--- config.mk ---
export PLATFORM = sky130hd
export DESIGN_NAME = controller_mc
export DESIGN_NICKNAME = d
export VERILOG_FILES = /design/src/rtl/controller_mc.sv
export SDC_FILE = /design/constraint.sdc
export NUM_CORES = 1
export LEC_CHECK = 0
export BUFFER_PORTS_ARGS = -buffer_cell sky130_fd_sc_hd__buf_2
export CORE_ASPECT_RATIO = 1.1
export CORE_MARGIN = 3
export CORE_UTILIZATION = 55
export DETAILED_ROUTE_END_ITERATION = 8
export HOLD_SLACK_MARGIN = 0.1
export MAX_ROUTING_LAYER = met4
export PLACE_DENSITY_LB_ADDON = 0.25
export SETUP_SLACK_MARGIN = 0.5
export SYNTH_ARGS = -nofsm -noshare
export SYNTH_HDL_FRONTEND = slang
export SYNTH_SLANG_ARGS = --single-unit
--- constraint.sdc ---
create_clock -name clk -period 2.62 [get_ports clk]
set_clock_uncertainty 0.15 [all_clocks]
set_input_delay 0.131 -clock clk [delete_from_list [all_inputs] [get_ports clk]]
set_output_delay 0.131 -clock clk [all_outputs]
set_load 0.02 [all_outputs]
--- src/rtl/controller_mc.sv ---
// ---------------------------------------------------------------------------
// controller_mc
// Multi-cycle control FSM for an RV32I subset (lw, sw, R-type, I-type ALU,
// beq/bne/blt/bge, jal, jalr, lui). It drives every enable and mux of a
// shared-memory, single-ALU datapath with IR, OldPC, ALUOut and Data
// registers. It also counts retired instructions and halts on an
// unsupported opcode.
//
// Ports
//   clk, rst              rising-edge clock, asynchronous active-high reset
//   op, func3, func7      fields of the latched instruction register
//   Zero, lt              ALU flags used by conditional branches
//   PCWrite, AdrSrc, MemWrite, IRWrite, RegWrite   datapath enables/selects
//   ResultSrc, ALUSrcA, ALUSrcB, ImmSrc, ALUControl datapath mux/ALU controls
//   done                  high while halted on an unsupported opcode
//   instr_cnt             retired-instruction counter (wraps)
// ---------------------------------------------------------------------------
module controller_mc #(
    parameter int CNT_W = 32
) (
    input  logic             clk,
    input  logic             rst,
    input  logic [6:0]       op,
    input  logic [2:0]       func3,
    input  logic [6:0]       func7,
    input  logic             Zero,
    input  logic             lt,
    output logic             PCWrite,
    output logic             AdrSrc,
    output logic             MemWrite,
    output logic             IRWrite,
    output logic             RegWrite,
    output logic [1:0]       ResultSrc,
    output logic [1:0]       ALUSrcA,
    output logic [1:0]       ALUSrcB,
    output logic [2:0]       ImmSrc,
    output logic [2:0]       ALUControl,
    output logic             done,
    output logic [CNT_W-1:0] instr_cnt
);

    localparam logic [6:0] OP_LW   = 7'b0000011;
    localparam logic [6:0] OP_SW   = 7'b0100011;
    localparam logic [6:0] OP_R    = 7'b0110011;
    localparam logic [6:0] OP_I    = 7'b0010011;
    localparam logic [6:0] OP_B    = 7'b1100011;
    localparam logic [6:0] OP_JAL  = 7'b1101111;
    localparam logic [6:0] OP_JALR = 7'b1100111;
    localparam logic [6:0] OP_LUI  = 7'b0110111;

    typedef enum logic [3:0] {
        S_FETCH  = 4'd0,
        S_DECODE = 4'd1,
        S_MEMADR = 4'd2,
        S_MEMRD  = 4'd3,
        S_MEMWB  = 4'd4,
        S_MEMWR  = 4'd5,
        S_EXECR  = 4'd6,
        S_EXECI  = 4'd7,
        S_LUI    = 4'd8,
        S_ALUWB  = 4'd9,
        S_BRANCH = 4'd10,
        S_JALR   = 4'd11,
        S_JUMP   = 4'd12,
        S_HALT   = 4'd13
    } state_t;

    // Immediate format selected purely from the opcode.
    function automatic logic [2:0] imm_decode(input logic [6:0] opc);
        logic [2:0] imm;
        case (opc)
            OP_SW:   imm = 3'b001;
            OP_B:    imm = 3'b010;
            OP_JAL:  imm = 3'b011;
            OP_LUI:  imm = 3'b100;
            default: imm = 3'b000;
        endcase
        return imm;
    endfunction

    // ALUOp plus instruction fields to the ALU operation code.
    function automatic logic [2:0] alu_decode(input logic [1:0] aluop,
                                              input logic [2:0] f3,
                                              input logic [6:0] f7,
                                              input logic       is_r);
        logic [2:0] ctl;
        case (aluop)
            2'b00: ctl = 3'b000;
            2'b01: ctl = 3'b001;
            2'b11: ctl = 3'b100;
            2'b10: begin
                case (f3)
                    // Only register-register ops use func7 to pick subtract;
                    // an immediate's upper bits must not turn addi into sub.
                    3'b000:  ctl = (is_r && (f7 == 7'b0100000)) ? 3'b001 : 3'b000;
                    3'b111:  ctl = 3'b010;
                    3'b110:  ctl = 3'b011;
                    3'b100:  ctl = 3'b111;
                    3'b010:  ctl = 3'b101;
                    default: ctl = 3'b000;
                endcase
            end
            default: ctl = 3'b000;
        endcase
        return ctl;
    endfunction

    // Branch decision from func3 and the flags of the rs1-rs2 compare.
    function automatic logic branch_taken(input logic [2:0] f3,
                                          input logic       z,
                                          input logic       l);
        logic tk;
        case (f3)
            3'b000:  tk = z;
            3'b001:  tk = ~z;
            3'b100:  tk = l;
            3'b101:  tk = ~l;
            default: tk = 1'b0;
        endcase
        return tk;
    endfunction

    state_t           state_q, state_d;
    logic [CNT_W-1:0] cnt_q, cnt_d;
    logic             retire;

    logic             pc_write;
    logic             adr_src;
    logic             mem_write;
    logic             ir_write;
    logic             reg_write;
    logic [1:0]       result_src;
    logic [1:0]       alu_src_a;
    logic [1:0]       alu_src_b;
    logic [1:0]       alu_op;
    logic             halted;

    // State and retired-instruction counter registers.
    always_ff @(posedge clk or posedge rst) begin
        if (rst) begin
            state_q <= S_FETCH;
            cnt_q   <= {CNT_W{1'b0}};
        end else begin
            state_q <= state_d;
            cnt_q   <= cnt_d;
        end
    end

    // Next-state logic and Moore control decode.
    always_comb begin
        state_d    = state_q;
        retire     = 1'b0;
        pc_write   = 1'b0;
        adr_src    = 1'b0;
        mem_write  = 1'b0;
        ir_write   = 1'b0;
        reg_write  = 1'b0;
        result_src = 2'b00;
        alu_src_a  = 2'b00;
        alu_src_b  = 2'b00;
        alu_op     = 2'b00;
        halted     = 1'b0;
        case (state_q)
            S_FETCH: begin
                ir_write   = 1'b1;
                alu_src_b  = 2'b10;
                result_src = 2'b10;
                pc_write   = 1'b1;
                state_d    = S_DECODE;
            end
            S_DECODE: begin
                // ALUOut captures OldPC+imm, the branch/jal target.
                alu_src_a = 2'b01;
                alu_src_b = 2'b01;
                case (op)
                    OP_LW, OP_SW: state_d = S_MEMADR;
                    OP_R:         state_d = S_EXECR;
                    OP_I:         state_d = S_EXECI;
                    OP_B:         state_d = S_BRANCH;
                    OP_JAL:       state_d = S_JUMP;
                    OP_JALR:      state_d = S_JALR;
                    OP_LUI:       state_d = S_LUI;
                    default:      state_d = S_HALT;
                endcase
            end
            S_MEMADR: begin
                alu_src_a = 2'b10;
                alu_src_b = 2'b01;
                if (op == OP_SW) begin
                    state_d = S_MEMWR;
                end else begin
                    state_d = S_MEMRD;
                end
            end
            S_MEMRD: begin
                adr_src = 1'b1;
                state_d = S_MEMWB;
            end
            S_MEMWB: begin
                result_src = 2'b01;
                reg_write  = 1'b1;
                retire     = 1'b1;
                state_d    = S_FETCH;
            end
            S_MEMWR: begin
                adr_src   = 1'b1;
                mem_write = 1'b1;
                retire    = 1'b1;
                state_d   = S_FETCH;
            end
            S_EXECR: begin
                alu_src_a = 2'b10;
                alu_op    = 2'b10;
                state_d   = S_ALUWB;
            end
            S_EXECI: begin
                alu_src_a = 2'b10;
                alu_src_b = 2'b01;
                alu_op    = 2'b10;
                state_d   = S_ALUWB;
            end
            S_LUI: begin
                alu_src_b = 2'b01;
                alu_op    = 2'b11;
                state_d   = S_ALUWB;
            end
            S_ALUWB: begin
                reg_write = 1'b1;
                retire    = 1'b1;
                state_d   = S_FETCH;
            end
            S_BRANCH: begin
                // PC is loaded from ALUOut (target computed in DECODE).
                alu_src_a = 2'b10;
                alu_op    = 2'b01;
                pc_write  = branch_taken(func3, Zero, lt);
                retire    = 1'b1;
                state_d   = S_FETCH;
            end
            S_JALR: begin
                alu_src_a = 2'b10;
                alu_src_b = 2'b01;
                state_d   = S_JUMP;
            end
            S_JUMP: begin
                // PC <= ALUOut target while the ALU forms the link OldPC+4.
                alu_src_a = 2'b01;
                alu_src_b = 2'b10;
                pc_write  = 1'b1;
                state_d   = S_ALUWB;
            end
            S_HALT: begin
                halted  = 1'b1;
                state_d = S_HALT;
            end
            default: begin
                state_d = S_FETCH;
            end
        endcase
    end

    // Retired-instruction counter update, wrapping naturally.
    always_comb begin
        if (retire) begin
            cnt_d = cnt_q + {{(CNT_W-1){1'b0}}, 1'b1};
        end else begin
            cnt_d = cnt_q;
        end
    end

    // Output gating: nothing may write while reset is held.
    always_comb begin
        PCWrite    = 1'b0;
        AdrSrc     = 1'b0;
        MemWrite   = 1'b0;
        IRWrite    = 1'b0;
        RegWrite   = 1'b0;
        ResultSrc  = 2'b00;
        ALUSrcA    = 2'b00;
        ALUSrcB    = 2'b00;
        ImmSrc     = 3'b000;
        ALUControl = 3'b000;
        done       = 1'b0;
        if (rst) begin
            PCWrite = 1'b0;
        end else begin
            PCWrite    = pc_write;
            AdrSrc     = adr_src;
            MemWrite   = mem_write;
            IRWrite    = ir_write;
            RegWrite   = reg_write;
            ResultSrc  = result_src;
            ALUSrcA    = alu_src_a;
            ALUSrcB    = alu_src_b;
            ImmSrc     = imm_decode(op);
            ALUControl = alu_decode(alu_op, func3, func7, (op == OP_R));
            done       = halted;
        end
    end

    assign instr_cnt = cnt_q;

endmodule
==> run summary <==
Setup repair after global routing could not meet its margin everywhere. The repair_antennas step left the layout with diodes totalling 0. The logs give 2824 um for the wire length on met2 and 0 for the residual overflow from global routing. After detailed routing, the total wire length is 5305 um. Clock-pin slew was measured on the worst setup and hold paths at 70 ps. Max-cap violations in this run came to 0. Entering global routing, the biggest net connects 27 pins.

For this run, the top clock speed supported by timing is 481.7 MHz. The ratio of total power to cell area was 390.3 nW/um^2; the number of max-slew violations in the final report was 0. The worst path needs 2076 ps of the cycle, external delays included.

The final number of hold-violating endpoints came out at 0. The type of element launching the critical path was a register. The clock reaches the later pin of the worst-skew pair after 280 ps.

The slowest stage of the critical path is the sky130_fd_sc_hd__dfrtp_2 cell. The height of the die came out at 74.39 um. The count of pins on the block boundary is 71. The run gives 255 as the synthesized netlist net count. In this run the tightest slew margin relative to its limit is 70.29%. The tools report the final net count as 323. The area share of the leading cell type in the synthesized netlist is 38.52%, and the global-route wire length before repair is 8355 um.

The combined global-route utilization of all metal layers was 22.03%. In this run the core area contains 24 standard-cell rows. The synthesized design spends more area on one cell type than any other, namely sky130_fd_sc_hd__dfrtp_1. The level count of the clock H-tree was 2.

For this run, design rule violations remaining after detail routing come to 0. The delay of the slowest cell on the worst path is 480 ps, and the highest fanout seen on the critical path is 17. Root buffer selected by CTS: sky130_fd_sc_hd__clkbuf_8. Cells fill 70.74% of the core in the end. After synthesis, the cell types taking the most area are sky130_fd_sc_hd__dfrtp_1 (39%), sky130_fd_sc_hd__xor2_1 (11%), sky130_fd_sc_hd__nor4_2 (3.2%). STA puts the critical path data required time at 2340 ps. The number of iterations in the first detailed-routing pass is 4, and the register bit total from synthesis is 36. The via count normalized by instance count works out to 5.686. The final weighted congestion of routability-driven global placement was 0.8455. The tools report the mapped cell area as 2338 um^2. TritonCTS built the clock tree.

The length of routed met3 wiring is 178 um. The horizontal die dimension works out to 68.17 um. The portion of the clock cycle consumed by the worst path in the final layout came out at 79.24%.

The number of antenna violations at the first check in global routing was 0; the detailed-route wire length per cell was 14.99 um. The min-delay analysis places its worst path in the category in -> reg. From synthesis to final layout, the design area changed by 21.72%. The actual transition at the worst max-transition pin came out at 445.2 ps. Synthesis produced a netlist whose cell count is 233. By startpoint and endpoint, the worst setup path is classified as reg -> out. Across the VDD grid, the largest voltage drop is 0.3740 mV. The count of different cell masters after synthesis was 47; the effective utilization at floorplan was 58.12%.

The share of cells above drive strength 1 was 35.76%. Setup violations remaining at the end of the flow were counted as 0. The final setup TNS was 0 ps; the port buffer count was 70. For the worst flop-to-flop path, the logic depth is 5. The final cell count without fillers is 354. The tools report the leakage power total as 0.001486 uW. The critical path goes through buf_4, or3_1, a21oi_2, a21o_1, buf_2. Number of DRC violations after detailed-routing iteration 0: 93.

For this block, wires on met1 add up to 2280 um. The run gives 2013 as the detailed-route via count. Sequential elements use 38.52% of the synthesized area.

The area of the die is 5071 um^2. The flow ran to the end, and the final reports show no timing, DRC or antenna violations. Along the worst hold path, the cell count comes to 4. The logs give 0 for the total number of yosys warnings and 2 for the deepest clock path buffer count. The placed wire-length estimate after detailed placement is 3900 um, and the worst path arrival time is 1800 ps. The highest routed metal layer is met4. The tools report the category of the worst setup path capture point as a primary output. The number of clock buffers added by TritonCTS is 5. The cell total after placement came out at 344. The area of the core was 4024 um^2; the average cell area after synthesis was 10.04 um^2. The via count of the first global-routing pass is 1825. For the number of routed nets with antenna violations, the log shows 0.

The clock sink count came out at 36.
[power breakdown]
| part | switching [uW] | internal (uW) |
|---|---|---|
| registers | 0 | 555 |
| logic | 39.8 | 26.1 |
| clock network | 203 | 286 |
[routing by layer]
metal,vias to the layer above,global-route usage (%)
met1,990,27.22
met5,-,-
met3,2,3.625
met4,0,5.077
met2,39,37.47
li1,982,-
[cells by family (layout without fill, tap and decap cells)]
logic type	Yosys count	after routing	share of synthesized area [%]
compound gates	22	22	7.759
flops	36	36	38.52
xor+xnor	36	36	14.29
fa+ha+maj	1	1	0.5350
mux	4	4	1.819
buf+inv	19	88	4.548
simple gates	115	115	32.53
[synthesized netlist by cell type (all sizes together)]
library cell,count
a2111oi,1
a211oi,1
a21o,1
a21oi,5
a2bb2oi,1
a31oi,1
and2,4
and2b,1
and3,2
and4,7
buf,10
clkbuf,4
dfrtp,36
ha,1
inv,5
mux2,2
mux2i,2
nand2,18
nand2b,3
nand3,10
nand3b,2
nand4,5
nand4b,2
nor2,16
nor2b,1
nor3,14
nor3b,6
nor4,11
nor4b,9
o211a,1
o211ai,1
o21a,4
o21bai,1
o221ai,2
o22a,1
o32a,1
o32ai,1
or3,4
xnor2,6
xor2,30
[layout by cell type (no fill, tap or decap), types with 5 or more instances in the layout]
cell,synthesis,layout
sky130_fd_sc_hd__buf_2,4,70
sky130_fd_sc_hd__dfrtp_1,36,32
sky130_fd_sc_hd__xor2_1,29,29
sky130_fd_sc_hd__nand2_1,18,18
sky130_fd_sc_hd__nor2_1,16,16
sky130_fd_sc_hd__nor3_1,14,14
sky130_fd_sc_hd__nand3_1,8,8
sky130_fd_sc_hd__and4_1,7,7
sky130_fd_sc_hd__nor4_2,6,7
sky130_fd_sc_hd__nor3b_1,6,6
sky130_fd_sc_hd__nor4b_2,5,6
sky130_fd_sc_hd__xnor2_1,6,6
sky130_fd_sc_hd__clkbuf_8,0,5
[timing repair]
action / CTS / global route
hold buffers: 1 / 0
resized for setup: 2 / 7
setup buffers: 0 / 1
endpoints found under the setup margin: 1 / 26
endpoints found under the hold margin: 10 / 0
[cell type report]
class                   count  area (um^2)
flip-flops and latches     36        905.9
multi-input cells         178         1348
well taps                  52        65.06
clock inverters             3        46.29
fillers                   329         1177
inverters                   5        18.77
repair buffers             75        394.1
clock buffers               5        68.82
[path summary, 6_finish.rpt]
check,from,to,slack (ps)
worst min register to register,instr_cnt[31],instr_cnt[31],330
worst min-delay path,op[6],state_q[2],130
worst max-delay path,state_q[1],PCWrite,540
min in group asynchronous,rst,instr_cnt[9],370
max in group asynchronous,rst,state_q[3],1210
worst max register to register,state_q[3],instr_cnt[20],640
[sequential cells by signal, summed over array words and instances (netlist names)]
| signal | cells |
|---|---|
| state_q | 4 |
| instr_cnt | 32 |
[critical path, delay by kind of cell (launching register included)]
kind                   cells  cell delay, ps
flip-flops                 1             480
AND/OR/NAND/NOR            1             410
buffers and inverters      2             370
AO/OA/AOI/OAI              2             260
[metrics by stage]
stage / area (um^2) / hold WS (ps) / setup WS, ps / total power, uW
after floorplan: 2338 / 217.4 / 547.5 / 600.9
after global placement: 2689 / 111.5 / 643.9 / 628.7
after detailed placement: 2689 / 111.6 / 561.4 / 630.6
after CTS: 2815 / 113.9 / 509.1 / 1123
after global routing: 2846 / 144.8 / 452.6 / 1166
final: 2846 / 127.3 / 543.8 / 1111
Power figures use the tool's default switching activity.
